**src/rtl/dm_access_unit.sv**
```systemverilog
// MEM-stage load/store unit for a word-only data memory: sub-word loads with extension,
// sub-word stores via a two-cycle read-modify-write, and the MEM/WB register.
// Optional misaligned-access trapping is enabled with `define DM_MISALIGN_TRAP_EN.
module dm_access_unit #(
  parameter int ADDR_WIDTH = 10
) (
  input  logic                  clk,
  input  logic                  rst,
  input  logic                  mem_valid,
  input  logic                  mem_read,
  input  logic                  mem_write,
  input  logic [1:0]            mem_size,
  input  logic                  mem_unsigned,
  input  logic [31:0]           mem_addr,
  input  logic [31:0]           mem_wdata,
  input  logic [4:0]            mem_rd,
  output logic [ADDR_WIDTH-1:0] dm_addr,
  output logic [31:0]           dm_din,
  output logic                  dm_wr,
  input  logic [31:0]           dm_dout,
  output logic                  mem_stall,
  output logic                  wb_valid,
  output logic [31:0]           wb_rdata,
  output logic [4:0]            wb_rd,
  output logic                  wb_load,
  output logic                  wb_misalign
);

  typedef enum logic [0:0] {IDLE = 1'b0, RMW_WR = 1'b1} state_t;

  state_t      state_r, state_nxt_s;
  logic [31:0] merge_r;
  logic        is_byte_s, is_half_s, is_word_s;
  logic        do_store_s, do_load_s, misalign_s;
  logic        sub_store_s, word_store_s;
  logic        unused_s;

  // Replace the addressed byte/half lane of a word with store data.
  function automatic logic [31:0] merge_lane(input logic [31:0] word, input logic [31:0] wdata,
                                             input logic [1:0] size, input logic [1:0] off);
    logic [31:0] r;
    r = word;
    case (size)
      2'b00:   r[{off, 3'b000} +: 8] = wdata[7:0];
      2'b01:   r[{off[1], 4'b0000} +: 16] = wdata[15:0];
      default: r = wdata;
    endcase
    return r;
  endfunction

  // Select the addressed lane of a read word and sign- or zero-extend it.
  function automatic logic [31:0] extract_load(input logic [31:0] dout, input logic [1:0] size,
                                               input logic [1:0] off, input logic uns);
    logic [7:0]  b;
    logic [15:0] h;
    logic [31:0] r;
    b = dout[{off, 3'b000} +: 8];
    h = dout[{off[1], 4'b0000} +: 16];
    case (size)
      2'b00:   r = uns ? {24'h000000, b} : {{24{b[7]}}, b};
      2'b01:   r = uns ? {16'h0000, h} : {{16{h[15]}}, h};
      default: r = dout;
    endcase
    return r;
  endfunction

  assign is_byte_s  = (mem_size == 2'b00);
  assign is_half_s  = (mem_size == 2'b01);
  assign is_word_s  = ~is_byte_s & ~is_half_s;
  assign do_store_s = mem_valid & mem_write;
  assign do_load_s  = mem_valid & mem_read & ~mem_write;
`ifdef DM_MISALIGN_TRAP_EN
  assign misalign_s = (is_half_s & mem_addr[0]) | (is_word_s & (mem_addr[1:0] != 2'b00));
`else
  assign misalign_s = 1'b0;
`endif
  assign sub_store_s  = do_store_s & ~is_word_s & ~misalign_s;
  assign word_store_s = do_store_s & is_word_s & ~misalign_s;
  assign dm_addr      = mem_addr[ADDR_WIDTH+1:2];
  assign unused_s     = ^mem_addr[31:ADDR_WIDTH+2];

  // State register and merge buffer holding the old word of a sub-word store.
  always_ff @(posedge clk) begin
    if (rst) begin
      state_r <= IDLE;
      merge_r <= 32'h00000000;
    end else begin
      state_r <= state_nxt_s;
      if (state_r == IDLE && sub_store_s) begin
        merge_r <= dm_dout;
      end
    end
  end

  // Next-state logic: a sub-word store spends exactly one extra cycle in RMW_WR.
  always_comb begin
    state_nxt_s = state_r;
    case (state_r)
      IDLE: begin
        if (sub_store_s) begin
          state_nxt_s = RMW_WR;
        end else begin
          state_nxt_s = IDLE;
        end
      end
      RMW_WR:  state_nxt_s = IDLE;
      default: state_nxt_s = IDLE;
    endcase
  end

  // Memory-side outputs; reset suppresses any write, including an abandoned RMW.
  always_comb begin
    dm_wr     = 1'b0;
    dm_din    = mem_wdata;
    mem_stall = 1'b0;
    if (rst) begin
      dm_wr     = 1'b0;
      mem_stall = 1'b0;
    end else begin
      case (state_r)
        IDLE: begin
          dm_wr     = word_store_s;
          mem_stall = sub_store_s;
        end
        RMW_WR: begin
          dm_wr  = 1'b1;
          dm_din = merge_lane(merge_r, mem_wdata, mem_size, mem_addr[1:0]);
        end
        default: begin
          dm_wr     = 1'b0;
          mem_stall = 1'b0;
        end
      endcase
    end
  end

  // MEM/WB pipeline register; a stall cycle becomes a bubble.
  always_ff @(posedge clk) begin
    if (rst || mem_stall) begin
      wb_valid    <= 1'b0;
      wb_rdata    <= 32'h00000000;
      wb_rd       <= 5'd0;
      wb_load     <= 1'b0;
      wb_misalign <= 1'b0;
    end else begin
      wb_valid    <= mem_valid;
      wb_rd       <= mem_rd;
      wb_load     <= do_load_s;
      wb_rdata    <= (do_load_s && !misalign_s) ?
                     extract_load(dm_dout, mem_size, mem_addr[1:0], mem_unsigned) : 32'h00000000;
      wb_misalign <= misalign_s & mem_valid & (mem_read | mem_write);
    end
  end

endmodule

```
**config.mk**
```make
export PLATFORM = sky130hd
export DESIGN_NAME = dm_access_unit
export DESIGN_NICKNAME = d
export VERILOG_FILES = /design/src/rtl/dm_access_unit.sv
export SDC_FILE = /design/constraint.sdc
export NUM_CORES = 1
export LEC_CHECK = 0
export BUFFER_PORTS_ARGS = -buffer_cell sky130_fd_sc_hd__buf_4
export CORE_MARGIN = 5
export CORE_UTILIZATION = 41
export DETAILED_ROUTE_END_ITERATION = 8
export GPL_TIMING_DRIVEN = 0
export PLACE_DENSITY = 0.77
export SLEW_MARGIN = 15
export SYNTH_ARGS = -nofsm -noshare
export SYNTH_HDL_FRONTEND = slang
export SYNTH_SLANG_ARGS = --single-unit
```
**constraint.sdc**
```tcl
create_clock -name clk -period 2.5 [get_ports clk]
set_input_delay 0.375 -clock clk [delete_from_list [all_inputs] [get_ports clk]]
set_output_delay 0.375 -clock clk [all_outputs]
set_load 0.005 [all_outputs]
```
==> impl_metrics.yaml, run 1 <==
critical_path:
  path_cells: "or3b_1 -> clkbuf_4 -> clkbuf_4 -> nand2_1 -> o31ai_1 -> a221o_1 -> buf_4"
  slowest_delay_ns: 0.38
  critPathKind: "reg2out"
  start_kind: "register"
  cpMostUsedCell: "clkbuf_4"
  path_max_fanout: 10
  critPathSlowestCell: "dfxtp_4"
  cp-end-kind: "output pin"
  arrival_ns: 2.04
  critPathRequiredTime_ns: 2.12
placed_design:
  place_inst: 726
  portBuffers: 160
  dp_slack_ns: -0.6020
  dp_hpwl_um: 10860
  placed_cell_area_um2: 5015
  place.gp.congestion: 0.8924
route:
  vias: 4061
  vias_per_cell: 5.458
  drt_iter0_drc: 310
  route.detailed.drc: 0
  dr.pass1.iters: 5
  wl_per_cell_um: 18.30
  wl_um: 13620
  ant_nets: 0
clocking:
  path_clk_slew_ns: 0.08
  clk_path_buf_depth: 2
  clk_latency_ns: 0.35
  cts_buffers: 9
  cts_max_level: 3
  clkSinkCount: 72
  cts_tree: "done"
  root_buffer: "clkbuf_8"
power:
  p_per_area_nw_per_um2: 496.1
  p_leak_nw: 2.337
  finalPower_mw: 2.637
  peakVddDrop_v: 0.0003334
grt:
  grt_max_degree: 15
  grt_overflow_total: 0
  grt.total_usage_pct: 23.79
  antenna_found_initial: 0
  grt_pass1_wl_um: 20960
  grt_pass1_vias: 3963
timing:
  layout_min_cycle_time_ns: 2.411
  worst_slew_pin_slew_ns: 0.7910
  setup_viol: 0
  finalCritPeriodShare_pct: 96.44
  max_slew_margin_pct: 46.86
  fmax_mhz: 414.8
  hold_violations: 0
  finalSetupTns_ns: 0
  worst_hold_slack_ns: 0.2183
  final_max_slew_viol_count: 0
  clock_skew_ns: 0.004876
  fin_ws_ns: 0.08895
  rsz0062_at_grt: "yes"
logic_synthesis:
  synth_top_area_share_pct: 39.18
  synth.top_cells.by_area: "dfxtp_1 39%, nand2_1 12%, a21oi_1 8.2%"
  synth-main-ff-cell: "dfxtp_1"
  yosys.area.top_type: "dfxtp_1"
  synth-edff-count: 0
  syn_inst: 458
  ys_seq_area_share_pct: 39.18
  synth.most_common_cell: "nand2_1"
  ys.warnings.count: 0
  syn-cell-area_um2: 3679
  ys_top_cells_by_count: "116 x nand2_1, 72 x dfxtp_1, 60 x a21oi_1, 23 x nor2_1"
  synth-seq-cells: 72
  async_reset_ff_share_pct: 0
  synth.distinct_cells: 45
  syn_nets: 572
  avgSynthCellArea_um2: 8.032
outcome:
  status: "completed"
final_layout:
  area.sequential_um2: 1445
  antenna_cells: 0
  drive_gt1_share_pct: 36.32
  final_core_util_pct: 60.95
  syn2layout_area_growth_pct: 44.49
  fin_area_um2: 5315
  multi_input_area_um2: 2014
  nets: 745
  nFillCells: 774
  instances_no_fill: 744
die:
  die_w_um: 104.7
  initial_core_util_pct: 42.18
  fp-row-count: 34
  dieArea_um2: 10970
  die_h_um: 104.7
  io_pins: 193
  design.core.area_um2: 8721
job:
  max_cap_viol_count: 0
worst_hold_path:
  hp-class: "in2reg"
## metal layers
layer	GRT usage [%]	share of wire, %
met5	0	0
met4	9.406	3.4
met1	30.53	41
met2	36.92	45
met3	7.891	10
## logic make-up after synthesis
| family | synth area share, % |
|---|---|
| AOI/OAI and AO/OA | 24.59 |
| adders and majority gates | 1.701 |
| buffers and inverters | 7.211 |
| DFF | 39.18 |
| muxes | 4.966 |
| other | 0.1019 |
| and+or+nand+nor | 22.25 |
## worst paths after layout
path / start / endpoint / slack [ns] / cells past startpoint
setup / recovery: state_r$_SDFF_PP0_ / dm_din[19] / 0.09 / 7
hold / removal: mem_rd[3] / wb_rd[3]$_SDFF_PP0_ / 0.22 / 2
setup reg to reg: state_r$_SDFF_PP0_ / merge_r[29]$_SDFFE_PP0P_ / 0.71 / 4
hold reg to reg: merge_r[11]$_SDFFE_PP0P_ / merge_r[11]$_SDFFE_PP0P_ / 0.46 / 2
## power by group
part / total [mW] / switching, mW / leakage (nW) / internal (mW)
sequential: 1.19 / 0.0176 / 0.586 / 1.18
combinational: 0.511 / 0.256 / 1.66 / 0.255
clock: 0.931 / 0.463 / 0.0960 / 0.468
total: 2.64 / 0.736 / 2.34 / 1.90
## cells in the final DEF (no fill, tap or decap), drive strengths merged, types with 2 or more instances in the layout
cell / netlist / final
buf: 28 / 189
nand2: 116 / 116
dfxtp: 72 / 72
a21oi: 61 / 61
clkbuf: 16 / 26
nor2: 23 / 23
mux2i: 16 / 16
a221oi: 11 / 11
nand3: 10 / 10
o31ai: 8 / 8
a221o: 8 / 8
nand4: 8 / 8
a22o: 8 / 8
o21ai: 8 / 8
and2: 7 / 7
inv: 7 / 7
o221a: 6 / 6
a22oi: 5 / 5
ha: 5 / 5
a2bb2oi: 4 / 4
nor3: 4 / 4
clkinv: 1 / 4
clkinvlp: 0 / 3
nand2b: 3 / 3
or3: 3 / 3
nor2b: 2 / 2
and3: 2 / 2
a31oi: 2 / 2
mux2: 2 / 2
o32ai: 2 / 2
or2: 2 / 2
a211oi: 2 / 2
## final cells by class
class,count,share of cell area [%]
Inverter,8,0.6356
Buffer,40,4.449
Timing Repair Buffer,166,23.45
Clock inverter,7,1.507
Clock buffer,9,2.331
Tap cell,108,2.542
Sequential cell,72,27.19
Multi-Input combinational cell,334,37.90
## repair_timing
| item | in CTS | in global routing |
|---|---|---|
| setup buffers | 3 | 3 |
| endpoints found under the setup margin | 32 | 24 |
| hold buffers | 0 | 0 |
| gates resized for setup | 8 | 8 |
| pin swaps | 2 | 3 |
## critical path, delay by kind of cell (launching register included)
| family | cells | cell delay (ns) |
|---|---|---|
| compound gates | 2 | 0.35 |
| simple gates | 2 | 0.44 |
| buf+inv | 3 | 0.52 |
| flops | 1 | 0.38 |
## state kept, by name, summed over array words and instances, names as in the netlist
name / cells
merge_r: 32
wb_rdata: 32
wb_rd: 5
state_r: 1
wb_load: 1
wb_valid: 1
No activity file was read; power rests on OpenSTA's default activity.
==> inputs of run 2 (changes only) <==
==> constraint.sdc (replaced) <==
create_clock -name clk -period 2.5 [get_ports clk]
set_input_delay 0 -clock clk [delete_from_list [all_inputs] [get_ports clk]]
set_output_delay 0 -clock clk [all_outputs]
set_load 0.005 [all_outputs]
==> run 2 against run 1 <==
Critical path depth grew 4; first-iteration DRC count shrank 28%; fmax grew 5.3%; total power grew 1.6%; via count grew 4.5%; flip-flop and latch count is the same; largest cell class unchanged; cell count grew 5.1%; utilization grew 3.4 points; count of clock-buffer cells in the layout grew 4; die area is the same.
==> impl_metrics.yaml, run 2 (synthesis gave the netlist of run 1 again) <==
timing:
  clock_skew_ns: 0.006594
  rsz0062_at_grt: "no"
  final_max_slew_viol_count: 0
  fmax_mhz: 436.8
  layout_min_cycle_time_ns: 2.289
  max_slew_margin_pct: 41.14
  finalCritPeriodShare_pct: 91.57
  hold_violations: 0
  finalSetupTns_ns: 0
  worst_slew_pin_slew_ns: 0.8762
  setup_viol: 0
  fin_ws_ns: 0.2109
final_layout:
  drive_gt1_share_pct: 32.34
  nFillCells: 741
  nets: 783
  syn2layout_area_growth_pct: 52.55
  instances_no_fill: 782
  antenna_cells: 0
  final_cell_mix: "174 x buf_4, 116 x nand2_1, 72 x dfxtp_1"
  area.sequential_um2: 1441
  final_common_cell: "buf_4"
  multi_input_area_um2: 1972
  top_regs: "merge_r (32), wb_rdata (32), wb_rd (5)"
worst_hold_path:
  hp-start: "mem_size[1]"
  hp-class: "in2reg"
  min_to: "merge_r[0]$_SDFFE_PP0P_"
  hold_path_depth: 4
outcome:
  status: "completed"
clocking:
  post_cts_resized: 0
  clk_latency_ns: 0.35
  root_buffer: "clkbuf_8"
  cts_max_level: 3
  cts_buffers: 9
  path_clk_slew_ns: 0.07
  clkSinkCount: 72
  cts_tree: "done"
  clk_path_buf_depth: 2
grt:
  grt_pass1_vias: 4186
  grt.total_usage_pct: 25.23
  grt_max_degree: 12
  antenna_found_initial: 0
  grt_overflow_total: 0
  grt_pass1_wl_um: 22510
placed_design:
  dp_hpwl_um: 10820
  place_inst: 726
  portBuffers: 160
  place.gp.congestion: 0.9584
  dp_slack_ns: 0.01914
power:
  p_per_area_nw_per_um2: 477.5
  p_leak_nw: 2.486
  peakVddDrop_v: 0.0003871
route:
  dr.pass1.iters: 6
  wl_per_cell_um: 18.46
  wl_um: 14430
  vias: 4244
  drt_iter0_drc: 223
  vias_per_cell: 5.427
  ant_nets: 0
  route.detailed.drc: 0
critical_path:
  arrival_ns: 2.29
  critPathSlowestCell: "nor4b_1"
  cpMostUsedCell: "buf_4"
  r2r-start: "state_r$_SDFF_PP0_"
  path_max_fanout: 10
  start_kind: "primary input"
  r2r_end: "merge_r[21]$_SDFFE_PP0P_"
  critPathRequiredTime_ns: 2.50
  slowest_delay_ns: 0.44
  cp-end-kind: "output pin"
  critPathKind: "in2out"
  r2r_slack_ns: 0.81
  reg2reg_depth: 4
  path_cells: "buf_4 -> buf_2 -> buf_4 -> inv_1 -> ha_1 -> nor4b_1 -> and3_1 -> clkbuf_1 -> nand2_1 -> o21ai_0 -> buf_4"
die:
  dieArea_um2: 10970
  die_h_um: 104.7
  die_w_um: 104.7
  initial_core_util_pct: 42.18
  fp-row-count: 34
  design.core.area_um2: 8721
  io_pins: 193
job:
  max_cap_viol_count: 0
==> run 2: stage by stage <==
| stage | hold WS [ns] | power [mW] | instance area, um2 | util (%) |
|---|---|---|---|---|
| after floorplan | 0.08082 | 1.436 | 3679 | - |
| after global placement | 0.1672 | 1.700 | 5015 | 57.50 |
| after detailed placement | 0.1674 | 1.710 | 5015 | 57.50 |
| after CTS | 0.06375 | 2.668 | 5604 | 64.26 |
| after global routing | 0.1046 | 2.780 | 5612 | 64.35 |
| final | 0.07733 | 2.680 | 5612 | 64.35 |
==> run 2: layout make-up <==
type	instances	share of cell area (%)
clock inverters	3	0.7135
well taps	108	2.408
multi-input cells	334	35.14
clock buffers	13	2.832
plain buffers	44	4.192
repair buffers	200	28.49
flip-flops and latches	72	25.69
inverters	8	0.5351
==> run 2: repair_timing <==
| item | CTS | global route |
|---|---|---|
| hold buffers | 39 | 0 |
| hold endpoints to repair | 66 | 0 |
| endpoints found under the setup margin | 0 | 8 |
| buffers inserted | 0 | 1 |
==> run 2: power by group <==
group          total, mW  switching [mW]  internal (mW)
clock              0.933           0.420          0.513
combinational      0.552           0.268          0.284
sequential          1.19          0.0163           1.18
==> run 2: routing by layer <==
layer / up-vias / part of all wire (%) / wire [um] / track usage [%]
met5: - / 0.090 / 13 / 0
met4: 2 / 2.2 / 317 / 8.219
met3: 30 / 11 / 1575 / 8.570
met2: 233 / 47 / 6794 / 40.83
met1: 1948 / 40 / 5731 / 31.55
li1: 2031 / - / - / -
==> run 2: worst max-delay path by stage <==
stage,endpoint,cells past startpoint,startpoint
4_1_cts,dm_din[17],11,mem_addr[1]
6_report,dm_din[25],11,mem_addr[1]
3_5_place_dp,dm_din[17],11,mem_addr[1]
2_1_floorplan,dm_din[16],9,mem_addr[1]
5_1_grt,dm_din[26],11,mem_addr[1]
3_3_place_gp,dm_din[17],11,mem_addr[1]
==> run 2: worst max-delay path, delay by kind of cell <==
kind / cells / cell delay, ns
adder cells (fa/ha/maj): 1 / 0.35
buffers and inverters: 6 / 1.09
AO/OA/AOI/OAI: 1 / 0.09
AND/OR/NAND/NOR: 3 / 0.75
==> inputs of run 3 (changes only) <==
--- a/config.mk
+++ b/config.mk
@@ -7,10 +7,10 @@
 export LEC_CHECK = 0
 export BUFFER_PORTS_ARGS = -buffer_cell sky130_fd_sc_hd__buf_4
 export CORE_MARGIN = 5
-export CORE_UTILIZATION = 41
+export CORE_UTILIZATION = 45
 export DETAILED_ROUTE_END_ITERATION = 8
 export GPL_TIMING_DRIVEN = 0
-export PLACE_DENSITY = 0.77
+export PLACE_DENSITY = 0.8
 export SLEW_MARGIN = 15
 export SYNTH_ARGS = -nofsm -noshare
 export SYNTH_HDL_FRONTEND = slang
==> constraint.sdc (replaced) <==
create_clock -name clk -period 2.49 [get_ports clk]
set_input_delay 0 -clock clk [delete_from_list [all_inputs] [get_ports clk]]
set_output_delay 0 -clock clk [all_outputs]
set_load 0.005 [all_outputs]
==> run 3 against run 2 <==
Total power increased by 8.8%; global-route usage increased by 2.4 points; combinational power about the same; register-to-register slack about the same; critical path type is now reg2out; largest cell class unchanged; highest routed layer is now met4.
==> impl_metrics.yaml, run 3 (synthesis gave the netlist of run 1 again) <==
timing:
  setup_viol: 0
  finalSetupTns_ns: 0
  max_slew_margin_pct: 38.68
  final_max_slew_viol_count: 0
  hold_violations: 0
  clock_skew_ns: 0.005247
  rsz0062_at_grt: "no"
  worst_slew_pin_slew_ns: 0.9128
  finalCritPeriodShare_pct: 89.71
  layout_min_cycle_time_ns: 2.234
  fmax_mhz: 447.7
  fin_ws_ns: 0.2561
route:
  drt_iter0_drc: 229
  wl_per_cell_um: 18.25
  vias: 4223
  ant_nets: 0
  dr.pass1.iters: 5
  wl_um: 14200
  vias_per_cell: 5.428
  route.detailed.drc: 0
critical_path:
  path_max_fanout: 10
  critPathSlowestCell: "nor3b_4"
  start_kind: "register"
  slowest_delay_ns: 0.53
  cp-end-kind: "output pin"
  critPathRequiredTime_ns: 2.49
  critPathKind: "reg2out"
  path_cells: "nor3b_4 -> o21ai_4 -> a41o_4 -> a22o_1 -> buf_4"
  arrival_ns: 2.23
power:
  power_switching_uw: 729.7
  p_leak_nw: 2.505
  power_frac_seq_pct: 41.1
  power_frac_comb_pct: 18.9
  finalPower_mw: 2.915
  peakVddDrop_v: 0.0003703
  intPower_mw: 2.186
  p_per_area_nw_per_um2: 515.2
  p_clk_share_pct: 39.9
  switching_share_pct: 25.03
grt:
  grt_pass1_wl_um: 21860
  grt_overflow_total: 0
  antenna_found_initial: 0
  grt_pass1_vias: 4215
  grt_max_degree: 13
  grt.total_usage_pct: 27.66
final_layout:
  final_cell_mix: "174 x buf_4, 116 x nand2_1, 72 x dfxtp_1"
  nets: 782
  nFillCells: 638
  antenna_cells: 0
  final_common_cell: "buf_4"
  multi_input_area_um2: 1978
  area.sequential_um2: 1441
  top_regs: "merge_r (32), wb_rdata (32), wb_rd (5)"
  drive_gt1_share_pct: 32.84
  syn2layout_area_growth_pct: 53.84
die:
  die_h_um: 100.4
  die_w_um: 100.4
  fp-row-count: 33
  initial_core_util_pct: 45.45
  dieArea_um2: 10080
  io_pins: 193
  design.core.area_um2: 8093
clocking:
  path_clk_slew_ns: 0.08
  cts_buffers: 9
  cts_max_level: 3
  cts_tree: "done"
  clkSinkCount: 72
  clk_path_buf_depth: 2
  root_buffer: "clkbuf_8"
  clk_latency_ns: 0.35
placed_design:
  dp_hpwl_um: 10780
  dp_slack_ns: 0.04839
  portBuffers: 160
  place.gp.congestion: 0.9699
job:
  max_cap_viol_count: 0
worst_hold_path:
  hp-class: "in2reg"
outcome:
  status: "completed"
[run 3: cell types whose count changed in the layout (fill, tap and decap cells not counted)]
cell,before,now
clkinvlp_4,0,1
nor4b_2,0,1
clkinv_2,2,1
clkbuf_1,18,16
dlygate4sd3_1,39,38
bufinv_16,1,3
nor4b_1,1,0
[run 3: power groups by stage]
| stage | Sequential [mW] | Clock [mW] | Combinational, mW |
|---|---|---|---|
| floorplan | 1.22 | 0 | 0.219 |
| global placement | 1.22 | 0 | 0.486 |
| detailed placement | 1.23 | 0 | 0.492 |
| CTS | 1.20 | 1.16 | 0.541 |
| global route | 1.20 | 1.21 | 0.594 |
| finish | 1.20 | 1.16 | 0.552 |
[run 3: worst paths after layout]
check	startpoint	end	slack, ns	cells after the start
setup / recovery	state_r$_SDFF_PP0_	dm_din[7]	0.26	5
hold / removal	mem_size[0]	wb_rdata[7]$_SDFF_PP0_	0.05	3
setup reg to reg	state_r$_SDFF_PP0_	merge_r[21]$_SDFFE_PP0P_	0.80	4
hold reg to reg	merge_r[4]$_SDFFE_PP0P_	merge_r[4]$_SDFFE_PP0P_	0.46	2
[run 3: stage by stage]
stage          std cells  hold slack [ns]  instance area, um2  utilization, %
4_1_cts              777          0.03469                5645           69.76
6_report             778          0.04518                5659           69.93
3_5_place_dp         723           0.1673                5011           61.92
3_3_place_gp         723           0.1672                5011           61.92
5_1_grt              778          0.07657                5659           69.93
2_1_floorplan        458          0.08082                3679               -
[run 3: metal layers]
metal | global-route usage [%] | wire length (um) | part of all wire (%)
met3 | 7.227 | 1342 | 9.5
met4 | 8.912 | 385 | 2.7
met2 | 46.13 | 6720 | 47
met1 | 34.82 | 5752 | 41
met5 | 0 | 0 | 0
[run 3: what timing repair did]
action	CTS	global route
hold endpoints to repair	66	0
endpoints found under the setup margin	0	9
gates resized for setup	0	1
hold buffers	38	0
buffers inserted	0	1
[run 3: area by class of cell]
type | instances | share of cell area, %
tap | 105 | 2.321
timing repair buffer | 199 | 28.08
clock inverter | 5 | 1.813
multi-input combinational | 334 | 34.95
inverter | 8 | 0.5306
clock buffer | 11 | 2.675
buffer | 44 | 4.157
sequential | 72 | 25.47
[run 3: worst max-delay path, delay by kind of cell (launching register included)]
kind / cells / cell delay [ns]
AO/OA/AOI/OAI: 3 / 0.78
AND/OR/NAND/NOR: 1 / 0.53
flip-flops: 1 / 0.44
buffers and inverters: 1 / 0.14
